--- config.mk ---
export PLATFORM = sky130hd
export DESIGN_NAME = acs_flat
export DESIGN_NICKNAME = d
export VERILOG_FILES = /design/src/rtl/acs_pkg.sv /design/src/rtl/acs_if.sv /design/src/rtl/acs_cell.sv /design/src/rtl/acs.sv /design/src/flat_wrapper.sv
export SDC_FILE = /design/constraint.sdc
export NUM_CORES = 1
export LEC_CHECK = 0
export CAP_MARGIN = 40
export CELL_PAD_IN_SITES_DETAIL_PLACEMENT = 1
export CELL_PAD_IN_SITES_GLOBAL_PLACEMENT = 2
export CORE_ASPECT_RATIO = 0.7
export CORE_MARGIN = 2
export CORE_UTILIZATION = 31
export CTS_CLUSTER_SIZE = 16
export DETAILED_ROUTE_END_ITERATION = 8
export PLACE_DENSITY = 0.92
export REMOVE_ABC_BUFFERS = 1
export SYNTH_ARGS = -nofsm -noshare
export SYNTH_HDL_FRONTEND = slang
export SYNTH_SLANG_ARGS = --single-unit
--- constraint.sdc ---
create_clock -name clk -period 11.6 [get_ports clk]
set_input_delay 2.32 -clock clk [delete_from_list [all_inputs] [get_ports clk]]
set_output_delay 2.32 -clock clk [all_outputs]
set_load 0.03 [all_outputs]
--- src/rtl/acs_pkg.sv ---
// Shared constants, types and trellis helper for the 4-state add-compare-select unit.
package acs_pkg;
  localparam int NUM_STATES = 4;
  localparam int METRIC_W   = 4;
  localparam int PATH_W     = 8;
  localparam int PTR_W      = 3;

  typedef logic [METRIC_W-1:0] metric_t;
  typedef logic [PATH_W-1:0]   path_t;
  typedef logic [PTR_W-1:0]    ptr_t;

  localparam metric_t METRIC_MAX = 4'd15;

  // Predecessor k (0/1) of state n: the shift register's oldest bit was k.
  function automatic logic [1:0] pred(input logic [1:0] n, input logic k);
    return {n[0], k};
  endfunction
endpackage

--- src/rtl/acs_if.sv ---
// Step bus between branch-metric unit, ACS and traceback stage.
interface acs_if;
  import acs_pkg::*;
  metric_t branch_metric_00_0, branch_metric_00_1, branch_metric_01_0, branch_metric_01_1;
  metric_t branch_metric_10_0, branch_metric_10_1, branch_metric_11_0, branch_metric_11_1;
  path_t   selected_branch_at_00, selected_branch_at_01;
  path_t   selected_branch_at_10, selected_branch_at_11;
  ptr_t    write_pointer_in;
  logic    valid_in;
  metric_t new_branch_metric_00, new_branch_metric_01, new_branch_metric_10, new_branch_metric_11;
  path_t   updated_selected_branch_at_00, updated_selected_branch_at_01;
  path_t   updated_selected_branch_at_10, updated_selected_branch_at_11;
  ptr_t    write_pointer_out;
  logic    valid_out;

  modport master (
    output branch_metric_00_0, branch_metric_00_1, branch_metric_01_0, branch_metric_01_1,
           branch_metric_10_0, branch_metric_10_1, branch_metric_11_0, branch_metric_11_1,
           selected_branch_at_00, selected_branch_at_01, selected_branch_at_10,
           selected_branch_at_11, write_pointer_in, valid_in,
    input  new_branch_metric_00, new_branch_metric_01, new_branch_metric_10, new_branch_metric_11,
           updated_selected_branch_at_00, updated_selected_branch_at_01,
           updated_selected_branch_at_10, updated_selected_branch_at_11,
           write_pointer_out, valid_out
  );

  modport slave (
    input  branch_metric_00_0, branch_metric_00_1, branch_metric_01_0, branch_metric_01_1,
           branch_metric_10_0, branch_metric_10_1, branch_metric_11_0, branch_metric_11_1,
           selected_branch_at_00, selected_branch_at_01, selected_branch_at_10,
           selected_branch_at_11, write_pointer_in, valid_in,
    output new_branch_metric_00, new_branch_metric_01, new_branch_metric_10, new_branch_metric_11,
           updated_selected_branch_at_00, updated_selected_branch_at_01,
           updated_selected_branch_at_10, updated_selected_branch_at_11,
           write_pointer_out, valid_out
  );
endinterface

--- src/rtl/acs_cell.sv ---
// Combinational add-compare-select for one destination state N.
module acs_cell
  import acs_pkg::*;
#(
  parameter int N = 0
) (
  input  metric_t             pm0,
  input  metric_t             pm1,
  input  metric_t             bm0,
  input  metric_t             bm1,
  output logic [METRIC_W:0]   sel,
  output logic                win,
  output logic                dec
);
  localparam logic [1:0] NS = 2'(N);

  logic [METRIC_W:0] c0, c1;

  assign c0  = {1'b0, pm0} + {1'b0, bm0};
  assign c1  = {1'b0, pm1} + {1'b0, bm1};
  // Ties resolve toward predecessor 0.
  assign win = (c1 < c0);
  assign sel = win ? c1 : c0;
  assign dec = NS[1];
endmodule

--- src/rtl/acs.sv ---
// 4-state ACS step: per-state select, min-normalize with saturation, survivor bit insertion.
module acs
  import acs_pkg::*;
(
  input  logic  clk,
  input  logic  rst,
  acs_if.slave  bus
);
  metric_t [NUM_STATES-1:0][1:0] bm;
  path_t   [NUM_STATES-1:0]      sp;

  assign bm = {bus.branch_metric_11_1, bus.branch_metric_11_0,
               bus.branch_metric_10_1, bus.branch_metric_10_0,
               bus.branch_metric_01_1, bus.branch_metric_01_0,
               bus.branch_metric_00_1, bus.branch_metric_00_0};
  assign sp = {bus.selected_branch_at_11, bus.selected_branch_at_10,
               bus.selected_branch_at_01, bus.selected_branch_at_00};

  metric_t [NUM_STATES-1:0]             pm_q, pm_d;
  path_t   [NUM_STATES-1:0]             path_q, path_d;
  ptr_t                                 ptr_q;
  logic                                 vld_q;
  logic    [NUM_STATES-1:0][METRIC_W:0] sel, diff;
  logic    [NUM_STATES-1:0]             win, dec;
  logic    [METRIC_W:0]                 m01, m23, mn;

  for (genvar n = 0; n < NUM_STATES; n++) begin : g_cell
    localparam logic [1:0] P0 = pred(2'(n), 1'b0);
    localparam logic [1:0] P1 = pred(2'(n), 1'b1);
    localparam logic       U  = 1'(n >> 1);
    acs_cell #(.N(n)) u_cell (
      .pm0 (pm_q[P0]),
      .pm1 (pm_q[P1]),
      .bm0 (bm[P0][U]),
      .bm1 (bm[P1][U]),
      .sel (sel[n]),
      .win (win[n]),
      .dec (dec[n])
    );
  end

  // Subtracting the minimum keeps the best path at 0; saturation caps hopeless paths.
  always_comb begin
    m01  = (sel[0] < sel[1]) ? sel[0] : sel[1];
    m23  = (sel[2] < sel[3]) ? sel[2] : sel[3];
    mn   = (m01 < m23) ? m01 : m23;
    diff = '0;
    pm_d = '0;
    for (int n = 0; n < NUM_STATES; n++) begin
      diff[n] = sel[n] - mn;
      pm_d[n] = (diff[n] > {1'b0, METRIC_MAX}) ? METRIC_MAX : diff[n][METRIC_W-1:0];
    end
  end

  always_comb begin
    path_d = '0;
    for (int n = 0; n < NUM_STATES; n++) begin
      path_d[n]                       = sp[pred(2'(n), win[n])];
      path_d[n][bus.write_pointer_in] = dec[n];
    end
  end

  always_ff @(posedge clk or negedge rst) begin
    if (!rst) begin
      pm_q   <= {METRIC_MAX, METRIC_MAX, METRIC_MAX, metric_t'(0)};
      path_q <= '0;
      ptr_q  <= '0;
      vld_q  <= 1'b0;
    end else begin
      vld_q <= bus.valid_in;
      if (bus.valid_in) begin
        pm_q   <= pm_d;
        path_q <= path_d;
        ptr_q  <= bus.write_pointer_in + ptr_t'(1);
      end
    end
  end

  assign bus.new_branch_metric_00          = pm_q[0];
  assign bus.new_branch_metric_01          = pm_q[1];
  assign bus.new_branch_metric_10          = pm_q[2];
  assign bus.new_branch_metric_11          = pm_q[3];
  assign bus.updated_selected_branch_at_00 = path_q[0];
  assign bus.updated_selected_branch_at_01 = path_q[1];
  assign bus.updated_selected_branch_at_10 = path_q[2];
  assign bus.updated_selected_branch_at_11 = path_q[3];
  assign bus.write_pointer_out             = ptr_q;
  assign bus.valid_out                     = vld_q;
endmodule

--- src/flat_wrapper.sv ---
// flat-port wrapper written by rule: the top's interface ports become plain ports
module acs_flat import acs_pkg::*;
  (clk, rst, bus_branch_metric_00_0, bus_branch_metric_00_1, bus_branch_metric_01_0, bus_branch_metric_01_1, bus_branch_metric_10_0, bus_branch_metric_10_1, bus_branch_metric_11_0, bus_branch_metric_11_1, bus_selected_branch_at_00, bus_selected_branch_at_01, bus_selected_branch_at_10, bus_selected_branch_at_11, bus_write_pointer_in, bus_valid_in, bus_new_branch_metric_00, bus_new_branch_metric_01, bus_new_branch_metric_10, bus_new_branch_metric_11, bus_updated_selected_branch_at_00, bus_updated_selected_branch_at_01, bus_updated_selected_branch_at_10, bus_updated_selected_branch_at_11, bus_write_pointer_out, bus_valid_out);
  acs_if bus_i ();
  input  logic clk;
  input  logic rst;
  input wire logic [$bits(bus_i.branch_metric_00_0)-1:0] bus_branch_metric_00_0;
  input wire logic [$bits(bus_i.branch_metric_00_1)-1:0] bus_branch_metric_00_1;
  input wire logic [$bits(bus_i.branch_metric_01_0)-1:0] bus_branch_metric_01_0;
  input wire logic [$bits(bus_i.branch_metric_01_1)-1:0] bus_branch_metric_01_1;
  input wire logic [$bits(bus_i.branch_metric_10_0)-1:0] bus_branch_metric_10_0;
  input wire logic [$bits(bus_i.branch_metric_10_1)-1:0] bus_branch_metric_10_1;
  input wire logic [$bits(bus_i.branch_metric_11_0)-1:0] bus_branch_metric_11_0;
  input wire logic [$bits(bus_i.branch_metric_11_1)-1:0] bus_branch_metric_11_1;
  input wire logic [$bits(bus_i.selected_branch_at_00)-1:0] bus_selected_branch_at_00;
  input wire logic [$bits(bus_i.selected_branch_at_01)-1:0] bus_selected_branch_at_01;
  input wire logic [$bits(bus_i.selected_branch_at_10)-1:0] bus_selected_branch_at_10;
  input wire logic [$bits(bus_i.selected_branch_at_11)-1:0] bus_selected_branch_at_11;
  input wire logic [$bits(bus_i.write_pointer_in)-1:0] bus_write_pointer_in;
  input wire logic [$bits(bus_i.valid_in)-1:0] bus_valid_in;
  output wire logic [$bits(bus_i.new_branch_metric_00)-1:0] bus_new_branch_metric_00;
  output wire logic [$bits(bus_i.new_branch_metric_01)-1:0] bus_new_branch_metric_01;
  output wire logic [$bits(bus_i.new_branch_metric_10)-1:0] bus_new_branch_metric_10;
  output wire logic [$bits(bus_i.new_branch_metric_11)-1:0] bus_new_branch_metric_11;
  output wire logic [$bits(bus_i.updated_selected_branch_at_00)-1:0] bus_updated_selected_branch_at_00;
  output wire logic [$bits(bus_i.updated_selected_branch_at_01)-1:0] bus_updated_selected_branch_at_01;
  output wire logic [$bits(bus_i.updated_selected_branch_at_10)-1:0] bus_updated_selected_branch_at_10;
  output wire logic [$bits(bus_i.updated_selected_branch_at_11)-1:0] bus_updated_selected_branch_at_11;
  output wire logic [$bits(bus_i.write_pointer_out)-1:0] bus_write_pointer_out;
  output wire logic [$bits(bus_i.valid_out)-1:0] bus_valid_out;
  assign bus_i.branch_metric_00_0 = bus_branch_metric_00_0;
  assign bus_i.branch_metric_00_1 = bus_branch_metric_00_1;
  assign bus_i.branch_metric_01_0 = bus_branch_metric_01_0;
  assign bus_i.branch_metric_01_1 = bus_branch_metric_01_1;
  assign bus_i.branch_metric_10_0 = bus_branch_metric_10_0;
  assign bus_i.branch_metric_10_1 = bus_branch_metric_10_1;
  assign bus_i.branch_metric_11_0 = bus_branch_metric_11_0;
  assign bus_i.branch_metric_11_1 = bus_branch_metric_11_1;
  assign bus_i.selected_branch_at_00 = bus_selected_branch_at_00;
  assign bus_i.selected_branch_at_01 = bus_selected_branch_at_01;
  assign bus_i.selected_branch_at_10 = bus_selected_branch_at_10;
  assign bus_i.selected_branch_at_11 = bus_selected_branch_at_11;
  assign bus_i.write_pointer_in = bus_write_pointer_in;
  assign bus_i.valid_in = bus_valid_in;
  assign bus_new_branch_metric_00 = bus_i.new_branch_metric_00;
  assign bus_new_branch_metric_01 = bus_i.new_branch_metric_01;
  assign bus_new_branch_metric_10 = bus_i.new_branch_metric_10;
  assign bus_new_branch_metric_11 = bus_i.new_branch_metric_11;
  assign bus_updated_selected_branch_at_00 = bus_i.updated_selected_branch_at_00;
  assign bus_updated_selected_branch_at_01 = bus_i.updated_selected_branch_at_01;
  assign bus_updated_selected_branch_at_10 = bus_i.updated_selected_branch_at_10;
  assign bus_updated_selected_branch_at_11 = bus_i.updated_selected_branch_at_11;
  assign bus_write_pointer_out = bus_i.write_pointer_out;
  assign bus_valid_out = bus_i.valid_out;
  acs u_core (.clk(clk), .rst(rst), .bus(bus_i));
endmodule
==> metrics, run 1 <==
synthesized area=5276 um^2; die width=159.9 um; Final ANT Viol Nets=0; Yosys warnings=0; Via Count=5,071; Max Slew Vio Count=0; Mean Syn Cell Area=8.721 um^2; post-route cell area=6884 um^2; crit start category=primary input; area leader, netlist=dfrtp_1; CTS clk-pin slew, worst paths=0.08 ns; RR Endpoint=u_core.bus.new_branch_metric_10[1]$_DFFE_PN1P_; minimum clock period=10.51 ns; Yosys cell types=67; final setup fails=0; average vias per placed instance=5.344; TNS Setup=0 ns; DP Worst Slack=1.043 ns; largest net degree at the start of global routing=65; gr ovfl total=0; Clock Tree Buf Depth=2; Yosys reg bits=52; Critical Path Fanout Max=13; Slew @ Worst Pin=0.8342 ns; share of the synthesized area in the top cell type=18.97%; drt first pass iters=4; CTS Root Cell=clkbuf_16; Worst Hold End=u_core.bus.updated_selected_branch_at_01[0]$_DFFE_PN0P_; number of gates resized after CTS=0; Iteration-0 DRC Markers=275; CTS tree=built; hold-fix buffers at CTS=0; fin crit share=90.63%; Slowest cell on crit path=mux2i_1; min-delay src=u_core.bus.updated_selected_branch_at_01[0]$_DFFE_PN0P_; RSZ-0062 raised after global routing=no; clock skew=0.01036 ns; worst hold path depth=1; outcome=complete, no violations; Core Footprint=16,490 um^2; placed wire-length estimate=14.90 mm; initial antenna violation count=0; fraction of layout cells with a size suffix above 1=7.735%; Post-DP Area=6730 um^2; Worst setup EP type=register; IO Pins=122; leading cell type in the layout, fill and taps excluded=clkdlybuf4s50_1; async set-reset flop share out of synthesis=100.0%; TritonCTS Buffers=5; nets=859; number of flops mapped to enable cells by yosys=0; die height=113.2 um; Max-Cap Viols=0; global-route wire length before repair=29.78 mm; CP Class=in -> reg; Syn Inst Count=605; final WL=18.64 mm; ant diodes=0; max incr delay on CP=0.67 ns; routability congestion estimate=0.8538; r2r setup slk=2.93 ns; Hold/Removal Path Class=reg -> reg; Fmax=95.12 MHz; WL/cell=19.64 um; Buffers on Ports=121; main flop type after synthesis=dfrtp_1; H-Tree Depth=2; # rows=39; clock insertion delay at the later pin of the skew report=0.31 ns; area delta synth->final=30.47%; Num Clock Sinks=52; R2R cell count=32; Starting Density=31.99%; # Post-CTS Setup Buffers=0; FF-to-FF Start=u_core.bus.new_branch_metric_10[1]$_DFFE_PN1P_; post-route setup slack=1.087 ns; Residual DRC=0; Rel. slew slack=44.33%; Hold Violations, Final=0; Most Frequent Cell on Critical Path=ha_1; commonest cells after routing, fill and taps aside=119 x clkdlybuf4s50_1, 71 x nor2_1, 58 x ha_1; vias in the first global route=5,489; synth top area cells=dfrtp_1 19%, ha_1 14%, mux2i_1 6.8%, dfstp_2 6.0%, nor2_1 5.1%; Worst Path Required=11.80 ns; critical path arrival=10.72 ns; register area share after synthesis=24.95%; Total GRT Usage=20.67%; die area=18,100 um^2
[through the flow]
step	utilization [%]	std cells	hold WS, ns
2_1_floorplan	-	590	0.5569
4_1_cts	41.74	949	0.5008
3_5_place_dp	40.81	941	0.4769
5_1_grt	41.74	949	0.5131
6_report	41.74	949	0.5062
3_3_place_gp	40.81	941	0.4802
[kinds of logic (layout without fill, tap and decap cells)]
family / count (synthesis) / in the layout / share of synthesized area (%)
adders and majority gates: 74 / 74 / 18.33
AOI/OAI and AO/OA: 168 / 168 / 22.50
xor gates and xnor gates: 38 / 38 / 6.592
and+or+nand+nor: 164 / 164 / 14.58
buffers and inverters: 68 / 187 / 5.027
muxes: 41 / 41 / 8.015
DFF: 52 / 52 / 24.95
[routing by layer]
| metal | global-route usage, % | share of wire, % | up-vias | routed length, um |
|---|---|---|---|---|
| met4 | 3.303 | 1.1 | 0 | 210 |
| li1 | - | - | 2410 | - |
| met2 | 34.14 | 45 | 137 | 8338 |
| met3 | 3.226 | 4.6 | 23 | 856 |
| met5 | 0 | 0 | - | 0 |
| met1 | 29.16 | 50 | 2501 | 9229 |
[final cells by class]
cell class	count	area, um^2
Sequential cell	52	1316
Clock inverter	3	28.78
Multi-Input combinational cell	485	3695
Inverter	53	198.9
Tap cell	225	281.5
Fill cell	1949	9609
Timing Repair Buffer	126	1239
Clock buffer	5	125.1
[Yosys cell counts (all sizes together), types with 4 or more instances]
cell     number
fa            8
mux2          4
a21oi        44
ha           58
a211o         4
o2bb2ai      16
nor2         73
maj3          8
nor3          4
nand2        34
a31oi        28
o21ai        20
and2          7
inv          53
mux2i        37
xnor2        29
a21o         15
o21a          5
xor2          9
o221ai        4
o22ai         4
dfstp        12
nand2b       17
nand3        13
clkbuf       12
dfrtp        40
o211ai        7
[worst max-delay path, delay by kind of cell]
| kind | cells | cell delay (ns) |
|---|---|---|
| AO/OA/AOI/OAI | 14 | 3.28 |
| adder cells (fa/ha/maj) | 6 | 1.88 |
| AND/OR/NAND/NOR | 6 | 1.25 |
| buffers and inverters | 5 | 0.80 |
| multiplexers | 1 | 0.67 |
| XOR/XNOR | 2 | 0.50 |
[how the worst max path moves through the flow]
stage                         startpoint                                        endpoint  slack, ns  cells past startpoint
2_1_floorplan  bus_branch_metric_11_0[0]  u_core.bus.new_branch_metric_10[1]$_DFFE_PN1P_       2.61                     31
5_1_grt        bus_branch_metric_01_1[0]  u_core.bus.new_branch_metric_10[1]$_DFFE_PN1P_       0.77                     32
6_report       bus_branch_metric_10_1[0]  u_core.bus.new_branch_metric_10[1]$_DFFE_PN1P_       1.09                     34
3_3_place_gp   bus_branch_metric_01_0[0]  u_core.bus.new_branch_metric_10[1]$_DFFE_PN1P_       1.46                     32
3_5_place_dp   bus_branch_metric_01_0[0]  u_core.bus.new_branch_metric_10[1]$_DFFE_PN1P_       1.04                     32
4_1_cts        bus_branch_metric_10_1[0]  u_core.bus.new_branch_metric_10[1]$_DFFE_PN1P_       1.31                     34
[sequential cells by signal, indices dropped and copies added, names as in the netlist]
register                                  count
u_core.bus.write_pointer_out                  3
u_core.bus.new_branch_metric_11               4
u_core.bus.new_branch_metric_10               4
u_core.bus.new_branch_metric_00               4
u_core.bus.updated_selected_branch_at_10      8
u_core.bus.updated_selected_branch_at_00      8
u_core.bus.new_branch_metric_01               4
u_core.bus.valid_out                          1
u_core.bus.updated_selected_branch_at_01      8
u_core.bus.updated_selected_branch_at_11      8
Power of run 1 is left out: the tool's default activity adds up to more than one toggle a clock period on the data nets, which glitch-free logic cannot reach.
==> run 2, diff against run 1 <==
- ABC_AREA: not set -> 1
- ABC_CLOCK_PERIOD_IN_PS: not set -> 11600
- CORE_UTILIZATION: 31 -> 30
- PLACE_DENSITY: 0.92 -> 0.95
==> metrics, run 2 <==
final WL=19.54 mm (was 18.64 mm); M2 GR Usage=30.87% (was 34.14%); crit start category=primary input (unchanged); Starting Density=30.50% (was 31.99%); Mean Syn Cell Area=6.476 um^2 (was 8.721 um^2); leading cell type in the layout, fill and taps excluded=nand2_1 (was clkdlybuf4s50_1); drt first pass iters=4 (unchanged); most frequent cell after synthesis=nand2_1 (was nor2_1); critical path arrival=9.12 ns (was 10.72 ns); largest net degree at the start of global routing=53 (was 65); GR Util met3=2.408% (was 3.226%); hold-fix buffers at CTS=0 (unchanged); Top delay family on crit path=adder cells (was compound AO/OA/AOI/OAI gates); register area share after synthesis=22.94% (was 24.95%); number of flops mapped to enable cells by yosys=0 (unchanged); Worst setup EP type=register (unchanged); area leader, netlist=dfrtp_1 (unchanged); Rel. slew slack=47.36% (was 44.33%); # rows=42 (was 39); number of gates resized after CTS=0 (unchanged); Clock Tree Buf Depth=2 (unchanged); Yosys reg bits=52 (unchanged); area delta synth->final=28.24% (was 30.47%); busiest grt layer=met2 (unchanged); synth cell count leaders=259 x nand2_1, 145 x inv_1, 81 x nand3_1, 61 x o21ai_0 (was 71 x nor2_1, 58 x ha_1, 53 x inv_1, 40 x a21oi_1, 40 x dfrtp_1); Residual DRC=0 (unchanged); clock insertion delay at the later pin of the skew report=0.30 ns (was 0.31 ns); share of the synthesized area in the top cell type=17.44% (was 18.97%); vias in the first global route=6,218 (was 5,489); commonest cells after routing, fill and taps aside=259 x nand2_1, 145 x inv_1, 120 x clkdlybuf4s50_1 (was 119 x clkdlybuf4s50_1, 71 x nor2_1, 58 x ha_1); Num Clock Sinks=52 (unchanged); CTS tree=built (unchanged); ant diodes=0 (unchanged); CP Class=in -> reg (unchanged); Storage cell area=1316 um^2 (unchanged); gr ovfl total=0 (unchanged); fin crit share=76.87% (was 90.63%); CTS clk-pin slew, worst paths=0.08 ns (about the same); die area=20,270 um^2 (was 18,100 um^2); CP Buf/Inv Count=7 (was 5); nets=1,136 (was 859); RSZ-0062 raised after global routing=no (unchanged); WL/cell=15.72 um (was 19.64 um); Max-Cap Viols=0 (unchanged); clock skew=0.006616 ns (was 0.01036 ns); final setup fails=0 (unchanged); Post-DP Area=7183 um^2 (was 6730 um^2); synthesized area=5738 um^2 (was 5276 um^2); Final ANT Viol Nets=0 (unchanged); DP Worst Slack=2.443 ns (was 1.043 ns); initial antenna violation count=0 (unchanged); Buffers on Ports=121 (unchanged); fill cell count=2,447 (was 1,949); Total GRT Usage=19.93% (was 20.67%); Syn Inst Count=886 (was 605); Max Slew Vio Count=0 (unchanged); max incr delay on CP=0.67 ns (about the same); met1 Use GR=30.36% (was 29.16%); routability congestion estimate=0.9198 (was 0.8538); Iteration-0 DRC Markers=289 (was 275); Critical Path Fanout Max=22 (was 13); CTS Root Cell=clkbuf_16 (unchanged); post-route setup slack=2.683 ns (was 1.087 ns); post-route cell area=7358 um^2 (was 6884 um^2); die height=119.7 um (was 113.2 um); Hold/Removal Path Class=reg -> reg (unchanged); Yosys warnings=0 (unchanged); synth top area cells=dfrtp_1 17%, nand2_1 17%, ha_1 13%, inv_1 9.5%, nand3_1 7.1% (was dfrtp_1 19%, ha_1 14%, mux2i_1 6.8%, dfstp_2 6.0%, nor2_1 5.1%); Yosys cell types=37 (was 67); fraction of layout cells with a size suffix above 1=7.293% (was 7.735%); # Post-CTS Setup Buffers=0 (unchanged); Fmax=112.2 MHz (was 95.12 MHz); TNS Setup=0 ns (unchanged); H-Tree Depth=2 (unchanged); Slowest cell on crit path=o21ai_0 (was mux2i_1); multi-input logic area=3754 um^2 (was 3695 um^2); Core Footprint=18,810 um^2 (was 16,490 um^2); Worst Path Required=11.80 ns (about the same); outcome=complete, no violations (unchanged); average vias per placed instance=4.825 (was 5.344); IO Pins=122 (unchanged); Via Count=5,997 (was 5,071); minimum clock period=8.917 ns (was 10.51 ns); die width=169.3 um (was 159.9 um); TritonCTS Buffers=5 (unchanged); final hold slack=0.4897 ns (was 0.5062 ns); Slew @ Worst Pin=0.7814 ns (was 0.8342 ns); placed wire-length estimate=16.15 mm (was 14.90 mm); main flop type after synthesis=dfrtp_1 (unchanged); global-route wire length before repair=32.50 mm (was 29.78 mm); Hold Violations, Final=0 (unchanged); async set-reset flop share out of synthesis=100.0% (unchanged)
[run 2: path summary, 6_finish.rpt]
path | from | endpoint | slack (ns) | cells past startpoint
max | bus_branch_metric_11_0[0] | u_core.bus.new_branch_metric_00[0]$_DFFE_PN0P_ | 2.68 | 37
min | u_core.bus.write_pointer_out[0]$_DFFE_PN0P_ | u_core.bus.write_pointer_out[0]$_DFFE_PN0P_ | 0.49 | 2
max reg2reg | u_core.bus.new_branch_metric_11[0]$_DFFE_PN1P_ | u_core.bus.new_branch_metric_00[0]$_DFFE_PN0P_ | 4.65 | 36
min reg2reg | u_core.bus.write_pointer_out[0]$_DFFE_PN0P_ | u_core.bus.write_pointer_out[0]$_DFFE_PN0P_ | 0.49 | 2
max in group asynchronous | rst | u_core.bus.updated_selected_branch_at_11[5]$_DFFE_PN0P_ | 8.96 | 2
min in group asynchronous | rst | u_core.bus.updated_selected_branch_at_00[1]$_DFFE_PN0P_ | 2.15 | 2
[run 2: worst min-delay path, delay by kind of cell (launching register included)]
kind | cells | cell delay (ns)
flops | 1 | 0.35
compound gates | 1 | 0.06
simple gates | 1 | 0.05
[run 2: area by class of cell]
| type | count | share of cell area [%] |
|---|---|---|
| tap | 242 | 4.115 |
| timing repair buffer | 124 | 16.70 |
| clock buffer | 5 | 1.700 |
| sequential | 52 | 17.89 |
| inverter | 155 | 7.907 |
| clock inverter | 3 | 0.6802 |
| multi-input combinational | 662 | 51.01 |
[run 2: layer usage]
| layer | part of all wire, % | up-vias |
|---|---|---|
| met5 | 0 | - |
| met4 | 0.60 | 0 |
| met3 | 4.9 | 11 |
| met2 | 41 | 112 |
| met1 | 53 | 2817 |
| li1 | - | 3057 |
[run 2: cell families after synthesis]
group                    share of synthesized area, %
flip-flops                                      22.94
AO/OA/AOI/OAI                                   13.41
AND/OR/NAND/NOR                                 34.74
XOR/XNOR                                        1.832
adder cells (fa/ha/maj)                         15.44
buffers and inverters                           11.64
[run 2: stage by stage]
stage	cells	util, %
floorplan	869	-
global placement	1235	38.18
detailed placement	1235	38.18
CTS	1243	39.11
global route	1243	39.11
finish	1243	39.11
Power of run 2 is left out for the same reason.
==> edit (settings of run 2) <==
The package constant `PTR_W` goes from 3 to 2.
--- a/src/rtl/acs_pkg.sv
+++ b/src/rtl/acs_pkg.sv
@@ -4,5 +4,5 @@
   localparam int METRIC_W   = 4;
   localparam int PATH_W     = 8;
-  localparam int PTR_W      = 3;
+  localparam int PTR_W      = 2;
 
   typedef logic [METRIC_W-1:0] metric_t;
Ports: changed (resized bus_write_pointer_in and bus_write_pointer_out); port bits go from 122 to 120. No check against the original RTL was run, so the function may have changed too.
==> edit against run 2 <==
Largest cell class unchanged; sequential cell count fell by 1; synthesized area fell by 1.8%; design area fell by 2.1%; worst setup slack improved by 150 ps; die area fell by 1.8%; wire length fell by 6.4%; critical path type unchanged; hold slack got worse by 4.1 ps; global-route usage fell by 1.1 points; critical endpoint is now u_core.bus.new_branch_metric_10[3].
Power is left out: the tool's default activity adds up to more than one toggle a clock period on the data nets, which glitch-free logic cannot reach.
==> edit: results (changes against run 2) <==
[drt]
wl_per_cell_um=15.0  ; -4.4%
dr.first_iter.drc_count=210  ; -27%
via_count=5781  ; -3.6%

[setup_path]
reg2reg_slack_ps=4750  ; +100 ps
critPathMaxFanout=16  ; -27%
crit_end=u_core.bus.new_branch_metric_10[3]
startpoint=bus_branch_metric_00_1[0]
cp_data_arrival_time_ps=9010  ; -110 ps
worstRegToRegCells=38  ; +5.6%
r2r_end=u_core.bus.new_branch_metric_10[3]
timing.rr.start=u_core.bus.new_branch_metric_01[0]

[placed_design]
place.gp.congestion=0.852  ; -7.4%
io_buffers=119  ; -1.7%
post-dp-hpwl_um=14800  ; -8.4%

[hold_path]
worstHoldStart=u_core.bus.write_pointer_out[1]
min_to=u_core.bus.write_pointer_out[1]

[global_route]
globalRouteTotalUtil=0.188  ; -0.0110
grt_pass1_vias=5924  ; -4.7%
grt_pass1_wl_um=30600  ; -5.8%

[logic_synthesis]
yosysSeqAreaShare=0.229  ; about the same
synth_cell_types=40  ; +8.1%
netlist_top_cells_area=dfrtp_1 17%, nand2_1 17%, ha_1 14%

[finish]
multi_input_area_um2=3680  ; -2.0%
fill_cells=2353  ; -3.8%
nNetsFinal=1119  ; -1.5%
drive_gt1_frac=0.0703  ; -0.00266

[timing]
clock_skew_ps=10.9  ; +4.26 ps
relSlewSlack=0.433  ; -0.0409

[status]
status=finished clean

## edit: cell count changes after synthesis, moves of 5 or more
cell             run 2  this run
a21oi_1             29        34
a31oi_1              9         2
nor2_1              58        52
o21ai_0             61        50
o211ai_1            10         5
nand3_2              5         0
## edit: cell families after synthesis
| kind of cell | synth area share |
|---|---|
| DFF | 0.229 |
| AOI/OAI and AO/OA | 0.126 |
| xor gates and xnor gates | 0.0171 |
| and+or+nand+nor | 0.346 |
| adders and majority gates | 0.164 |
| buffers and inverters | 0.118 |
## edit: worst max-delay path, delay by kind of cell
family                     cells  cell delay (ps)
buffers and inverters          6              780
AOI/OAI and AO/OA              5             1820
adders and majority gates      7             1960
and+or+nand+nor               21             1890
xor gates and xnor gates       1              230
## edit: metrics by stage
step / setup slack (ps) / hold slack [ps] / instance area, um2 / utilization / instances
after floorplan: 4310 / 545 / 5550 / - / 852
after global placement: 2660 / 455 / 7050 / 0.387 / 1210
after detailed placement: 2620 / 470 / 7050 / 0.387 / 1210
after CTS: 2890 / 488 / 7200 / 0.395 / 1218
after global routing: 2240 / 516 / 7200 / 0.395 / 1218
final: 2830 / 486 / 7200 / 0.395 / 1218
## edit: routing by layer
| layer | vias to the layer above | routed length, um | part of all wire | global-route usage |
|---|---|---|---|---|
| li1 | 2984 | - | - | - |
| met1 | 2689 | 10100 | 0.55 | 0.291 |
| met2 | 101 | 7500 | 0.41 | 0.289 |
| met3 | 7 | 652 | 0.036 | 0.0201 |
| met4 | 0 | 75 | 0.0041 | 0.0179 |
| met5 | - | 0 | 0 | 0 |
## edit: area by class of cell
cell class              count  share of cell area
clock inverters             3             0.00313
multi-input cells         646               0.511
clock buffers               5              0.0174
well taps                 236              0.0410
inverters                 155              0.0808
repair buffers            122               0.168
flip-flops and latches     51               0.179
